**config.mk**
```make
export PLATFORM = sky130hd
export DESIGN_NAME = sram_loop_addr_gen
export DESIGN_NICKNAME = d
export VERILOG_FILES = /design/src/rtl/sram_loop_addr_gen_pkg.sv /design/src/rtl/sram_loop_addr_gen_loop_level_counter.sv /design/src/rtl/sram_loop_addr_gen.sv
export SDC_FILE = /design/constraint.sdc
export NUM_CORES = 1
export LEC_CHECK = 0
export BUFFER_PORTS_ARGS = -buffer_cell sky130_fd_sc_hd__buf_2
export CAP_MARGIN = 40
export CORE_ASPECT_RATIO = 0.8
export CORE_UTILIZATION = 50
export DETAILED_ROUTE_END_ITERATION = 16
export HOLD_SLACK_MARGIN = 0.02
export MAX_ROUTING_LAYER = met4
export PLACE_DENSITY = 0.7
export SYNTH_ARGS = -nofsm -noshare
export SYNTH_HDL_FRONTEND = slang
export SYNTH_SLANG_ARGS = --single-unit
export TNS_END_PERCENT = 1
```
**constraint.sdc**
```tcl
create_clock -name clk -period 2.1 [get_ports clk]
set_clock_uncertainty 0.2 [all_clocks]
set_input_delay 0.21 -clock clk [delete_from_list [all_inputs] [get_ports clk]]
set_output_delay 0.21 -clock clk [all_outputs]
set_load 0.01 [all_outputs]
```
**src/rtl/sram_loop_addr_gen_pkg.sv**
```systemverilog
// Shared FSM encoding and width helper for the SRAM loop address generator.
package sram_loop_addr_gen_pkg;

  // Four FSM states need $clog2(4) = 2 state bits.
  localparam int STATE_W = $clog2(4);

  typedef enum logic [STATE_W-1:0] {
    S_IDLE  = 2'd0,
    S_ISSUE = 2'd1,
    S_GAP   = 2'd2,
    S_DRAIN = 2'd3
  } state_e;

  // Bits needed to hold a count of 0..n-1, never less than one bit.
  function automatic int cnt_w(input int n);
    return (n <= 2) ? 1 : $clog2(n);
  endfunction

endpackage

```
**src/rtl/sram_loop_addr_gen_loop_level_counter.sv**
```systemverilog
// One loop level: trip counter, wrap pulse on the last step, and a stride
// accumulator that rewinds to zero when the level wraps.
module loop_level_counter
  import sram_loop_addr_gen_pkg::*;
#(
  parameter int N      = 1,
  parameter int STRIDE = 1,
  parameter int ADDR_W = 5
) (
  input  logic              clk,
  input  logic              rst,
  input  logic              step,
  input  logic              clear,
  output logic              wrap,
  output logic [ADDR_W-1:0] acc
);

  localparam int            CW   = cnt_w(N);
  localparam logic [CW-1:0] LAST = CW'(N - 1);

  logic [CW-1:0] count;

  assign wrap = step & (count == LAST);

  // Advance count and accumulator on each step; rewind on wrap or clear.
  // NOTE: sequential state uses non-blocking assignments so every flop samples
  // pre-edge values; the reset branch is asynchronous and active-low.
  always_ff @(posedge clk or negedge rst) begin
    if (!rst) begin
      count <= '0;
      acc   <= '0;
    end else if (clear) begin
      count <= '0;
      acc   <= '0;
    end else if (step) begin
      if (count == LAST) begin
        count <= '0;
        acc   <= '0;
      end else begin
        count <= count + CW'(1);
        acc   <= acc + ADDR_W'(STRIDE);
      end
    end
  end

endmodule

```
**src/rtl/sram_loop_addr_gen.sv**
```systemverilog
// Two-level loop address generator driving a single-port SRAM. Issues
// N_OUTER*N_INNER accesses in row-major order, one every II cycles, with a
// stall input that freezes issue and the inter-issue gap.
module sram_loop_addr_gen
  import sram_loop_addr_gen_pkg::*;
#(
  parameter int ADDR_W       = 5,
  parameter int N_OUTER      = 4,
  parameter int N_INNER      = 8,
  parameter int STRIDE_OUTER = 8,
  parameter int STRIDE_INNER = 1,
  parameter int BASE         = 0,
  parameter int II           = 1,
  parameter int WRITE_MODE   = 0
) (
  input  logic              clk,
  input  logic              rst,
  input  logic              start,
  input  logic              stall,
  output logic [ADDR_W-1:0] addr,
  output logic              ren,
  output logic              wen,
  output logic              rd_valid,
  output logic              busy,
  output logic              done
);

  localparam int            GW       = cnt_w(II);
  localparam logic [GW-1:0] GAP_LOAD = GW'((II > 1) ? II - 2 : 0);
  localparam bit            IS_WRITE = (WRITE_MODE != 0);

  state_e            state, state_nxt;
  logic [GW-1:0]     gap_cnt;
  logic              fire, accept, inner_wrap, last;
  logic [ADDR_W-1:0] inner_acc, outer_acc, cur_addr, addr_hold;

  // An access happens only in an unstalled ISSUE cycle.
  assign fire   = (state == S_ISSUE) & ~stall;
  // A new nest may begin from IDLE or from the DRAIN (done) cycle.
  assign accept = start & ((state == S_IDLE) | (state == S_DRAIN));

  loop_level_counter #(.N(N_INNER), .STRIDE(STRIDE_INNER), .ADDR_W(ADDR_W)) u_inner (
    .clk   (clk),
    .rst   (rst),
    .step  (fire),
    .clear (accept),
    .wrap  (inner_wrap),
    .acc   (inner_acc)
  );

  loop_level_counter #(.N(N_OUTER), .STRIDE(STRIDE_OUTER), .ADDR_W(ADDR_W)) u_outer (
    .clk   (clk),
    .rst   (rst),
    .step  (inner_wrap),
    .clear (accept),
    .wrap  (last),
    .acc   (outer_acc)
  );

  // Wrap-around past 2^ADDR_W is intentional and silent.
  assign cur_addr = ADDR_W'(BASE) + inner_acc + outer_acc;

  // State register.
  always_ff @(posedge clk or negedge rst) begin
    if (!rst) state <= S_IDLE;
    else      state <= state_nxt;
  end

  // Next-state logic.
  // NOTE: state_nxt gets a default before the case so no path leaves it
  // unassigned, which would otherwise infer a latch.
  always_comb begin
    state_nxt = state;
    unique case (state)
      S_IDLE:  if (start) state_nxt = S_ISSUE;
      S_ISSUE: begin
        if (fire) begin
          if (last)        state_nxt = IS_WRITE ? S_IDLE : S_DRAIN;
          else if (II > 1) state_nxt = S_GAP;
        end
      end
      S_GAP:   if (!stall && gap_cnt == '0) state_nxt = S_ISSUE;
      S_DRAIN: state_nxt = start ? S_ISSUE : S_IDLE;
      default: state_nxt = S_IDLE;
    endcase
  end

  // Gap countdown: loaded on each issue, frozen while stalled.
  always_ff @(posedge clk or negedge rst) begin
    if (!rst) begin
      gap_cnt <= '0;
    end else if (fire) begin
      gap_cnt <= GAP_LOAD;
    end else if (state == S_GAP && !stall && gap_cnt != '0) begin
      gap_cnt <= gap_cnt - GW'(1);
    end
  end

  // Remember the last issued address so addr stays put between accesses.
  always_ff @(posedge clk or negedge rst) begin
    if (!rst)      addr_hold <= ADDR_W'(BASE);
    else if (fire) addr_hold <= cur_addr;
  end

  // Read data valid one cycle after ren; done one cycle after the last issue.
  always_ff @(posedge clk or negedge rst) begin
    if (!rst) begin
      rd_valid <= 1'b0;
      done     <= 1'b0;
    end else begin
      rd_valid <= ren;
      done     <= fire & last;
    end
  end

  assign addr = fire ? cur_addr : addr_hold;
  assign ren  = fire & ~IS_WRITE;
  assign wen  = fire & IS_WRITE;
  assign busy = (state == S_ISSUE) | (state == S_GAP);

endmodule
```
==> results_dict.tcl <==
set metrics [dict create \
    worstPathArrival_ns 1.56 \
    synthCells 120 \
    ys_warn_count 0 \
    htreeDepth 1 \
    rr_worst_depth 5 \
    clock_latency_ns 0.31 \
    synth_edf_count 0 \
    synth-compound-area-share_pct 13.3 \
    rsz0062_at_grt "no" \
    seqPwrFrac_pct 42.8 \
    max_freq_mhz 508 \
    synth_area_sq_um 1170 \
    synth_top_family_by_area "simple AND/OR/NAND/NOR gates" \
    die_area_sq_um 2540 \
    layout.nets 153 \
    p_sw_mw 0.546 \
    synthSimpleGateAreaFrac_pct 20.3 \
    dp_slack_ns 0.255 \
    grtUsageTotal_pct 19.8 \
    hp-class "input pin to register" \
    drc 0 \
    cts_tree "yes" \
    grt_pass1_wl_um 3730 \
    async_flop_share_pct 100 \
    maxCapViolCount 0 \
    synth-xor-area-share_pct 2.25 \
    start_util_pct 53.7 \
    io-pin-count 14 \
    dr_total_vias 921 \
    grt_max_degree 23 \
    ys_seq_elements 22 \
    avgSynthCellArea_sq_um 9.75 \
    io_buffers 12 \
    syn2layout_area_growth_pct 15.8 \
    status "completed" \
    drt-wirelength-per-cell_um 13.5 \
    antenna-diode-count 0 \
    timing.rr.start "u_inner.count[0]" \
    vdd_ir_drop_max_uv 836 \
    p_total_mw 1.58 \
    critPathKind "register to primary output" \
    powerDensity_nw_per_um2 1160 \
    dp_hpwl_um 1610 \
    combPwrFrac_pct 36.6 \
    endpoint_kind "primary output" \
    drtIter0Drc 23 \
    synth_ff_type "dfrtp_1" \
    vias_per_cell 5.65 \
    p_int_mw 1.03 \
    synth.distinct_cells 32 \
    power.share.clock_pct 20.5 \
    start_kind "register" \
    drt-total-wl_um 2200 \
    antenna_found_initial 0 \
    period_minus_slack_ns 1.97 \
    hold_slack_ns 0.0378 \
    n_fill_cell 181 \
    regToRegSetupSlack_ns 0.24 \
    tns_ns 0 \
    synthMuxAreaShare_pct 1.71 \
    grt_pass1_vias 837 \
    dieHeight_um 45.3 \
    root_buffer "clkbuf_4" \
    placementRows 15 \
    routabilityCongestion 0.815 \
    grt_overflow 0 \
    synth_seq_area_share_pct 47.1 \
    drv_slew 0 \
    ant_nets 0 \
    die_x_um 56.1 \
    clk_pin_slew_ns 0.13 \
    leakage_nw 0.670 \
    crit_start "state[1]" \
    min_period_over_period_pct 93.7 \
    drive_gt1_share_pct 19.6 \
    synth_fa_ha_area_share_pct 10.7 \
    final-hold-violation-count 0 \
    crit_path_end "addr[4]" \
    swShare_pct 34.6 \
    r2r-end "u_outer.acc[3]" \
    dp.cells 157 \
    cp.required_ns 1.69 \
    core_area_sq_um 2180 \
    layout.cells.non_filler 163 \
    setup_viol 0 \
    setup_ws_ns 0.133 \
    clockBufferDepth 2 \
    numCtsBuffers 3 \
    drt_first_pass_iters 3 \
    cts_sinks 22 \
    worst-path-max-fanout 6 \
]
==> timing repair <==
item,CTS,global route
setup buffers,0,1
hold buffers,1,0
endpoints found under the setup margin,5,5
gates resized for setup,3,4
hold endpoints to repair,22,0
==> power by group through the flow <==
stage	clock [mW]	combinational (mW)	sequential, mW
global placement	0	0.537	0.677
global route	0.349	0.658	0.692
detailed placement	0	0.547	0.686
finish	0.324	0.578	0.676
CTS	0.333	0.560	0.677
floorplan	0	0.407	0.654
==> how the worst min path moves through the flow <==
stage               startpoint      endpoint  cells past startpoint
floorplan                  rst  addr_hold[0]                      0
global placement           rst      state[0]                      1
detailed placement         rst  addr_hold[4]                      1
CTS                      stall       gap_cnt                      2
global route             stall       gap_cnt                      2
finish                   stall       gap_cnt                      2
==> flip-flops by register name, summed over array words and instances, names as in the netlist <==
| name | flops |
|---|---|
| u_outer.count | 2 |
| u_outer.acc | 2 |
| u_inner.count | 3 |
| state | 2 |
| done | 1 |
| addr_hold | 5 |
| gap_cnt | 1 |
| u_inner.acc | 5 |
| rd_valid | 1 |
==> through the flow <==
| step | area (sq um) | util (%) |
|---|---|---|
| 2_1_floorplan | 1170 | - |
| 3_3_place_gp | 1270 | 58.2 |
| 3_5_place_dp | 1270 | 58.2 |
| 4_1_cts | 1330 | 61.1 |
| 5_1_grt | 1360 | 62.2 |
| 6_report | 1360 | 62.2 |
==> kinds of logic (layout without fill, tap and decap cells) <==
kind of cell / count (synthesis) / after routing
AO/OA/AOI/OAI: 25 / 25
XOR/XNOR: 3 / 3
adder cells (fa/ha/maj): 10 / 10
buffers and inverters: 10 / 27
flip-flops: 22 / 22
multiplexers: 2 / 2
other: 1 / 2
AND/OR/NAND/NOR: 47 / 47
==> synth_stat cells (all sizes together) (3+ instances only) <==
cell | count | area [sq um]
o21ai | 5 | 25.0
nand2 | 21 | 78.8
nand3 | 5 | 25.0
inv | 3 | 11.3
nand2b | 5 | 31.3
dfrtp | 22 | 551
or3 | 4 | 25.0
nor2 | 4 | 15.0
xnor2 | 3 | 26.3
buf | 4 | 28.8
a21oi | 10 | 50.1
ha | 10 | 125
==> cell usage in the layout (no fill, tap or decap), types with 3 or more instances in the layout <==
cell / n
nand2b_1: 4
o21ai_0: 3
a21oi_1: 10
buf_4: 6
inv_1: 3
ha_1: 9
dfrtp_1: 22
nand3_1: 5
or3_1: 4
clkbuf_4: 3
buf_2: 12
nor2_1: 4
xnor2_1: 3
nand2_1: 21
==> per-layer routing <==
metal / wire (um) / up-vias / share of wire (%) / track usage [%]
met5: 0 / - / 0 / -
met4: 14 / 0 / 0.64 / 2.93
met3: 63 / 2 / 2.9 / 6.02
met2: 1030 / 13 / 47 / 32.9
met1: 1090 / 452 / 50 / 24.9
li1: - / 454 / - / -
==> worst max-delay path: stages, from the launching register on <==
cell and delay [ns]:
dfrtp_1 0.41, inv_1 0.10, ha_2 0.21, nand2b_4 0.07
buf_4 0.16, o21ai_2 0.14, buf_2 0.14
==> final cells by class <==
| cell class | instances | area (sq um) | share of cell area (%) |
|---|---|---|---|
| multi-input combinational | 89 | 589 | 43.5 |
| sequential | 22 | 551 | 40.6 |
| timing repair buffer | 19 | 115 | 8.49 |
| tap | 25 | 31.3 | 2.31 |
| clock inverter | 1 | 30.0 | 2.22 |
| clock buffer | 3 | 22.5 | 1.66 |
| inverter | 4 | 16.3 | 1.20 |
(Power assumes the default switching activity.)
